--- src/rtl/uart_pkg.sv ---
// Shared UART definitions: transmit state encoding and default frame parameters,
// common to the transmit drain and the future receive stage.
package uart_pkg;

    typedef enum logic [1:0] {
        IDLE  = 2'd0,
        START = 2'd1,
        DATA  = 2'd2,
        STOP  = 2'd3
    } uart_tx_state_t;

    localparam int UART_CLKS_PER_BIT = 4;
    localparam int UART_DATA_W       = 8;
    localparam int UART_STOP_BITS    = 1;

endpackage

--- src/rtl/uart_baud_cnt.sv ---
// Bit-period counter: counts 0..CLKS_PER_BIT-1 and flags the last cycle of each bit.
// clr restarts the bit period so a new frame is aligned to its pop edge.
module uart_baud_cnt #(
    parameter int CLKS_PER_BIT = 4
) (
    input  logic clk,
    input  logic rst_n,
    input  logic clr,
    output logic bit_end
);

    localparam int CW = $clog2(CLKS_PER_BIT);
    localparam logic [CW-1:0] LAST = CW'(CLKS_PER_BIT - 1);

    logic [CW-1:0] r_cnt;

    // Bit-period counter, wrapping at the end of every bit
    always_ff @(posedge clk or negedge rst_n) begin
        if (!rst_n) begin
            r_cnt <= {CW{1'b0}};
        end else if (clr) begin
            r_cnt <= {CW{1'b0}};
        end else if (r_cnt == LAST) begin
            r_cnt <= {CW{1'b0}};
        end else begin
            r_cnt <= r_cnt + CW'(1);
        end
    end

    assign bit_end = (r_cnt == LAST);

endmodule

--- src/rtl/uart_tx_drain.sv ---
// Pops bytes from a show-ahead fifo and serializes them as UART 8N1, LSB first,
// chaining frames back-to-back while the fifo has data and en is high.
module uart_tx_drain
    import uart_pkg::*;
#(
    parameter int CLKS_PER_BIT = UART_CLKS_PER_BIT,
    parameter int DATA_W       = UART_DATA_W,
    parameter int STOP_BITS    = UART_STOP_BITS
) (
    input  logic              clk,
    input  logic              rst_n,
    input  logic              en,
    input  logic [DATA_W-1:0] fifo_data,
    input  logic              fifo_empty,
    output logic              fifo_pop,
    output logic              tx,
    output logic              busy
);

    localparam int IW = $clog2(DATA_W);
    localparam logic [IW-1:0] LAST_BIT  = IW'(DATA_W - 1);
    localparam logic          LAST_STOP = 1'(STOP_BITS - 1);

    uart_tx_state_t    r_state;
    uart_tx_state_t    w_state_nxt;
    logic [DATA_W-1:0] r_shreg;
    logic [DATA_W-1:0] w_shreg_nxt;
    logic [IW-1:0]     r_bit_idx;
    logic [IW-1:0]     w_bit_idx_nxt;
    logic              r_stop_idx;
    logic              w_stop_idx_nxt;
    logic              r_tx;
    logic              w_tx_nxt;
    logic              r_busy;
    logic              w_busy_nxt;
    logic              w_pop;
    logic              w_can_pop;
    logic              w_bit_end;
    logic              w_baud_clr;

    // rst_n gating keeps the pop strobe low while the block is held in reset
    assign w_can_pop  = rst_n & en & ~fifo_empty;
    assign w_baud_clr = w_pop | (r_state == IDLE);

    uart_baud_cnt #(
        .CLKS_PER_BIT(CLKS_PER_BIT)
    ) u_baud (
        .clk    (clk),
        .rst_n  (rst_n),
        .clr    (w_baud_clr),
        .bit_end(w_bit_end)
    );

    // Frame sequencing: next state, shift data, line level and pop strobe
    always_comb begin
        w_state_nxt    = r_state;
        w_shreg_nxt    = r_shreg;
        w_bit_idx_nxt  = r_bit_idx;
        w_stop_idx_nxt = r_stop_idx;
        w_tx_nxt       = r_tx;
        w_busy_nxt     = r_busy;
        w_pop          = 1'b0;
        case (r_state)
            IDLE: begin
                if (w_can_pop) begin
                    w_pop       = 1'b1;
                    w_shreg_nxt = fifo_data;
                    w_tx_nxt    = 1'b0;
                    w_busy_nxt  = 1'b1;
                    w_state_nxt = START;
                end else begin
                    w_tx_nxt    = 1'b1;
                    w_busy_nxt  = 1'b0;
                end
            end
            START: begin
                if (w_bit_end) begin
                    w_tx_nxt      = r_shreg[0];
                    w_bit_idx_nxt = {IW{1'b0}};
                    w_state_nxt   = DATA;
                end else begin
                    w_state_nxt   = START;
                end
            end
            DATA: begin
                if (w_bit_end && (r_bit_idx == LAST_BIT)) begin
                    w_tx_nxt       = 1'b1;
                    w_stop_idx_nxt = 1'b0;
                    w_state_nxt    = STOP;
                end else if (w_bit_end) begin
                    w_shreg_nxt   = {1'b0, r_shreg[DATA_W-1:1]};
                    w_tx_nxt      = r_shreg[1];
                    w_bit_idx_nxt = r_bit_idx + IW'(1);
                end else begin
                    w_state_nxt   = DATA;
                end
            end
            STOP: begin
                if (w_bit_end && (r_stop_idx == LAST_STOP)) begin
                    // Last stop cycle: chain straight into the next frame when possible
                    if (w_can_pop) begin
                        w_pop       = 1'b1;
                        w_shreg_nxt = fifo_data;
                        w_tx_nxt    = 1'b0;
                        w_busy_nxt  = 1'b1;
                        w_state_nxt = START;
                    end else begin
                        w_tx_nxt    = 1'b1;
                        w_busy_nxt  = 1'b0;
                        w_state_nxt = IDLE;
                    end
                end else if (w_bit_end) begin
                    w_stop_idx_nxt = 1'b1;
                end else begin
                    w_state_nxt    = STOP;
                end
            end
            default: begin
                w_tx_nxt    = 1'b1;
                w_busy_nxt  = 1'b0;
                w_state_nxt = IDLE;
            end
        endcase
    end

    // State and datapath registers; reset drives the line idle-high
    always_ff @(posedge clk or negedge rst_n) begin
        if (!rst_n) begin
            r_state    <= IDLE;
            r_shreg    <= {DATA_W{1'b0}};
            r_bit_idx  <= {IW{1'b0}};
            r_stop_idx <= 1'b0;
            r_tx       <= 1'b1;
            r_busy     <= 1'b0;
        end else begin
            r_state    <= w_state_nxt;
            r_shreg    <= w_shreg_nxt;
            r_bit_idx  <= w_bit_idx_nxt;
            r_stop_idx <= w_stop_idx_nxt;
            r_tx       <= w_tx_nxt;
            r_busy     <= w_busy_nxt;
        end
    end

    assign fifo_pop = w_pop;
    assign tx       = r_tx;
    assign busy     = r_busy;

endmodule
--- config.mk ---
export PLATFORM = sky130hd
export DESIGN_NAME = uart_tx_drain
export DESIGN_NICKNAME = d
export VERILOG_FILES = /design/src/rtl/uart_pkg.sv /design/src/rtl/uart_baud_cnt.sv /design/src/rtl/uart_tx_drain.sv
export SDC_FILE = /design/constraint.sdc
export NUM_CORES = 1
export LEC_CHECK = 0
export ABC_AREA = 0
export CAP_MARGIN = 20
export CORE_ASPECT_RATIO = 1.4
export CORE_UTILIZATION = 30
export DETAILED_ROUTE_END_ITERATION = 7
export GPL_TIMING_DRIVEN = 0
export PLACE_DENSITY = 0.45
export SYNTH_ARGS = -nofsm -noshare
export SYNTH_HDL_FRONTEND = slang
export SYNTH_SLANG_ARGS = --single-unit
--- constraint.sdc ---
create_clock -name clk -period 5 [get_ports clk]
set_input_delay 0.75 -clock clk [delete_from_list [all_inputs] [get_ports clk]]
set_output_delay 0.75 -clock clk [all_outputs]
set_load 0.03 [all_outputs]
## Yosys cells after proc, flatten, opt, wreduce, memory -nomap -nowiden

Cells that the tools add are included.

| cells by class | value |
|---|---|
| div/mod/pow operators | 0 |
| shift-type cells | 0 |
| $add $sub $neg | 2 |
| bitwise operators | 5 |
| magnitude comparators | 0 |
| muxes and demuxes | 34 |
| multipliers | 0 |
| reduce and logical (&&, ||, !) cells | 13 |
| eq/ne operators | 16 |

Operators by type and width:

| cell | number |
|---|---|
| two-way mux 8 bit | 4 |
| one-hot mux 8 bit (3 select lines) | 1 |
| two-way mux 2 bit | 8 |
| inequality test 2 bit (second input constant) | 8 |
| two-way mux 1 bit | 12 |
| AND reduction 4 bit | 3 |
| two-way mux 3 bit | 3 |
| inequality test 3 bit (second input constant) | 3 |
| one-hot mux 2 bit (4 select lines) | 1 |
| equality test 2 bit (second input constant) | 3 |
| one-hot mux 1 bit (2 select lines) | 3 |
| one-hot mux 3 bit (2 select lines) | 1 |
| AND reduction 3 bit | 2 |
| nonzero test 2 bit | 3 |
| one-hot mux 1 bit (4 select lines) | 1 |
| adder 3 x 1 -> 3 bit (second input constant) | 1 |
| equality test 3 bit (second input constant) | 1 |
| nonzero test 3 bit | 1 |
| adder 2 x 1 -> 2 bit (second input constant) | 1 |
| bitwise AND 1 bit | 2 |
| equality test 2 x 1 -> 1 bit (second input constant) | 1 |
| logical AND 1 bit | 2 |
| zero test 2 bit | 1 |
| NOT 1 bit | 2 |
| 2 further kinds | 2 |

| word-level totals | value |
|---|---|
| memories kept | 0 |
| bits in writable memories | 0 |
| bits in read-only memories | 0 |
| input port bits | 12 |
| output and inout bits | 3 |
| latch bits | 0 |
| register bits after elaboration | 18 |

## Depth between registers and ports, before layout

| depth | value |
|---|---|
| word-level depth | 7 |
| depth in mapped cells | 7 |
| gate-level depth less buffers | 6 |

## Hierarchy

A second synthesis with hierarchy kept.

| unflattened totals | value |
|---|---|
| cell total of the unflattened synthesis | 105 |
| area, all modules | 1032.2 µm² |

Modules (own cells, without submodules):

| module | instances | cells an instance | seq. area each (µm²) | area each (µm²) |
|---|---|---|---|---|
| uart_tx_drain | 1 | 100 | 401.6 | 959.7 |
| uart_baud_cnt | 1 | 5 | 50.0 | 72.6 |

## Worst setup path after synthesis

OpenSTA, ideal clock, no wires.

| timing | value |
|---|---|
| kind | in2out |
| start | input port fifo_empty |
| end | output port fifo_pop |
| setup slack | 2.875 ns |
| path buffers | 0 |
| data required time | 4.250 ns |
| stages on the path | 3 |
| data arrival time | 1.375 ns |
| cells stage by stage | nand3b_1 > nor2_1 > o21a_1 |

| between the ends | value |
|---|---|
| longest elaborated chain between the ends | 5 |

Ends and longest elaborated chain:

| element | line | text |
|---|---|---|
| start, declared | uart_tx_drain.sv:14 | `input logic fifo_empty,` |
| NOT 1 bit * | uart_tx_drain.sv:42 | `assign w_can_pop = rst_n & en & ~fifo_empty;` |
| bitwise AND 1 bit * | uart_tx_drain.sv:42 |  |
| two-way mux 1 bit * | uart_tx_drain.sv:65, uart_tx_drain.sv:101 |  |
| two-way mux 1 bit | uart_tx_drain.sv:99 | `if (w_bit_end && (r_stop_idx == LAST_STOP)) begin` |
| one-hot mux 1 bit (2 select lines) * | uart_tx_drain.sv:63 | `case (r_state)` |
| end, declared | uart_tx_drain.sv:15 | `output logic fifo_pop,` |

Every way passes the cells marked *; elsewhere a longest branch is shown, timed or not.

## Worst setup path in the final report

| timing | value |
|---|---|
| start | input port rst_n |
| end | output port fifo_pop |

| between the ends | value |
|---|---|
| longest elaborated chain between the ends | 5 |

Ends and longest elaborated chain:

| element | line | text |
|---|---|---|
| start, declared | uart_tx_drain.sv:11 | `input logic rst_n,` |
| bitwise AND 1 bit * (2 in a row) | uart_tx_drain.sv:42 |  |
| two-way mux 1 bit * | uart_tx_drain.sv:65, uart_tx_drain.sv:101 |  |
| two-way mux 1 bit | uart_tx_drain.sv:99 |  |
| one-hot mux 1 bit (2 select lines) * | uart_tx_drain.sv:63 |  |

Marked as above.

==> run metrics <==
run status finished, final reports clean; Initial Util around a third; clk_lat worst skew roughly 260 ps; predominant post-synthesis flop cell dfrtp_1; H-tree levels 1; routed length on met2 approximately 1200 µm; Pins Over Slew Limit 0; setup violators final 0; largest cells by area after synthesis dfrtp_1 (37%), ha_1 (8.6%), a221oi_2 (7.8%), inv_1 (5.2%), nor2_1 (4.2%); Sequential cell area roughly 450 µm²; slew margin rel. around 57%; met1 wire length approximately 1100 µm; Seq/Total Area, Yosys between 30% and 40%; First-pass DRT Iterations 4; clk_skew approximately 1.1 ps; Placed Cells approximately 180; Num CTS Buffers 3; Placeable Area approximately 3700 µm²; ys async rst share between 90% and 100%; TNS Setup 0 ps; number of DRC markers in iteration 0 13; GP Congestion around 0.80; GRT overflow 0; HPWL after DPL between 1500 and 2000 µm; CP startpoint kind primary input; area of the multi-input gates ~620 µm²; Hold Violations, Final 0; Area Growth Syn to Fin 22.6%; Yosys cell types 37; Worst Setup End Kind output pin; Final WS setup between 1000 and 1500 ps; WL final between 2000 and 2500 µm; R2R Path End r_shreg[3]; worst-path fanout max 8; area share of the largest cell type after synthesis roughly 37%; Net Sw Power about 0.00028 W; die area around 4100 µm²; CTS Hold Bufs 0; flop-to-flop setup slack a little over 3000 ps; Die W 54.6 µm; final instance area about 1400 µm²; CTS max path bufs 2; IO Pins 15; fillers between 300 and 400; met3 routed WL roughly 70 µm; Ys Warns 0; wire length per cell ~14 µm; non-filler cells in the finished layout 180; Syn Area/Cell between 9 and 10 µm²; number of max-cap violations 0; Num Clock Sinks 18; nets@finish around 160; area post-placement between 1000 and 1500 µm²; R2R Path Start r_bit_idx[0]; Slew @ Worst Pin between 600 and 700 ps; LEAKAGE 0.664 nW; clk root buf clkbuf_8; Worst EP arrival between 2000 and 3000 ps; Hold Crit Class flip-flop to flip-flop; pwr dens roughly 500 nW/µm²; fmax between 200 and 300 MHz; Switching Fraction about two fifths; area leader, netlist dfrtp_1; Top Metal Used met4; vias in the first global route roughly 970; synthesized instance count 119; total track usage 14.4%; syn_nets about 140; Seq pwr share between 30% and 40%; Setup WS pre-CTS about 800 ps; Critical path destination fifo_pop; worst r2r path cells 5; CP Launch Point rst_n; Int Pwr ~0.00044 W; post-CTS setup buffers 0; Logic pwr share just under 50%; RSZ-0062 raised after global routing false; clock share of power ~17%; Post-CTS Resized 0; Synth Register Bits 18; Worst IR Drop VDD 0.216 mV; CTS tree done; Power, Total 0.000724 W; Clock Pin Slew Worst Setup and Hold Paths 70 ps; number of port buffers 14; DR vias/cell a little over 5; ANT nets after route 0; min Tclk post-route ~3500 ps; worst path required time 4250 ps; count of flip-flops with a built-in enable after synthesis 0; Setup CP Type primary input to output pin; antenna diode count 0; largest net degree at the start of global routing 22; height of the die approximately 76 µm; mapped cell area between 1000 and 1500 µm²; Rows 26; Tcrit/Tclk final between 70 and 80%; ratio of cells with drive above 1 in the final layout a little under a fifth; DRC Markers 0; antenna violations before repair 0; global-route wire length before repair roughly 4300 µm; routed vias approximately 910
logic make-up (layout without fill, tap and decap cells):
| kind of cell | after synthesis | in the layout | share of synthesized area [%] |
|---|---|---|---|
| adder cells (fa/ha/maj) | 8 | 8 | 8.61 |
| multiplexers | 1 | 1 | 0.969 |
| AND/OR/NAND/NOR | 39 | 39 | 20.1 |
| flip-flops | 18 | 18 | 38.9 |
| AO/OA/AOI/OAI | 32 | 32 | 24.0 |
| buffers and inverters | 21 | 40 | 7.43 |
area by class of cell:
cell class | instances | area share (%)
plain buffers | 4 | 1.58
clock buffers | 4 | 3.86
inverters | 17 | 4.48
multi-input cells | 80 | 43.8
flip-flops and latches | 18 | 31.7
well taps | 42 | 3.69
repair buffers | 15 | 10.9
power groups by stage:
stage / Combinational [W] / Sequential, W / Clock (W)
3_3_place_gp: 0.000353 / 0.000247 / 0
5_1_grt: 0.000405 / 0.000253 / 0.000133
2_1_floorplan: 0.000259 / 0.000256 / 0
6_report: 0.000356 / 0.000246 / 0.000122
3_5_place_dp: 0.000358 / 0.000250 / 0
4_1_cts: 0.000358 / 0.000247 / 0.000127
metal layers:
layer  vias up  track usage (%)
met5         -                0
met4         0             7.41
met3         6             2.59
met2        15             23.4
met1       431             17.8
li1        454                -
Yosys cell counts (3+ instances only):
| cell | instances |
|---|---|
| dfrtp_1 | 17 |
| inv_1 | 16 |
| nor2_1 | 13 |
| ha_1 | 8 |
| nand2_1 | 8 |
| o21ai_0 | 7 |
| a221oi_2 | 6 |
| a21oi_1 | 3 |
| a22oi_1 | 3 |
| a31oi_1 | 3 |
| nor3_1 | 3 |
per-stage QoR:
step / hold WS, ps / utilization (%)
2_1_floorplan: 415 / -
3_5_place_dp: 440 / 36.9
5_1_grt: 479 / 38.8
6_report: 444 / 38.8
3_3_place_gp: 430 / 36.9
4_1_cts: 451 / 38.4
critical path: stages:
cell and delay, ps:
clkdlybuf4s50_1 720, nand3b_1 260, nor2_1 200, o21a_1 160
clkdlybuf4s50_1 670
registers in the layout, summed over array words and instances, names as in the netlist:
register / cells
r_shreg: 8
r_bit_idx: 3
r_state: 2
u_baud.r_cnt: 2
busy: 1
r_stop_idx: 1
tx: 1
cell usage in the layout, fill, tap and decap left out, types with 4 or more instances in the layout:
cell,count
clkdlybuf4s50_1,14
a221oi_2,6
inv_1,16
ha_1,8
nand2_1,8
nor2_1,13
o21ai_0,7
dfrtp_1,17
clkbuf_8,4
how the worst min path moves through the flow:
| stage | start | to | slack, ps | cells after the start |
|---|---|---|---|---|
| 2_1_floorplan | u_baud.r_cnt[0] | u_baud.r_cnt[0] | 410 | 1 |
| 3_3_place_gp | u_baud.r_cnt[0] | u_baud.r_cnt[0] | 430 | 1 |
| 3_5_place_dp | u_baud.r_cnt[0] | u_baud.r_cnt[0] | 440 | 1 |
| 4_1_cts | u_baud.r_cnt[0] | u_baud.r_cnt[0] | 450 | 1 |
| 5_1_grt | u_baud.r_cnt[0] | u_baud.r_cnt[0] | 480 | 1 |
| 6_report | u_baud.r_cnt[0] | u_baud.r_cnt[0] | 440 | 1 |
No activity file was read; power rests on OpenSTA's default activity.
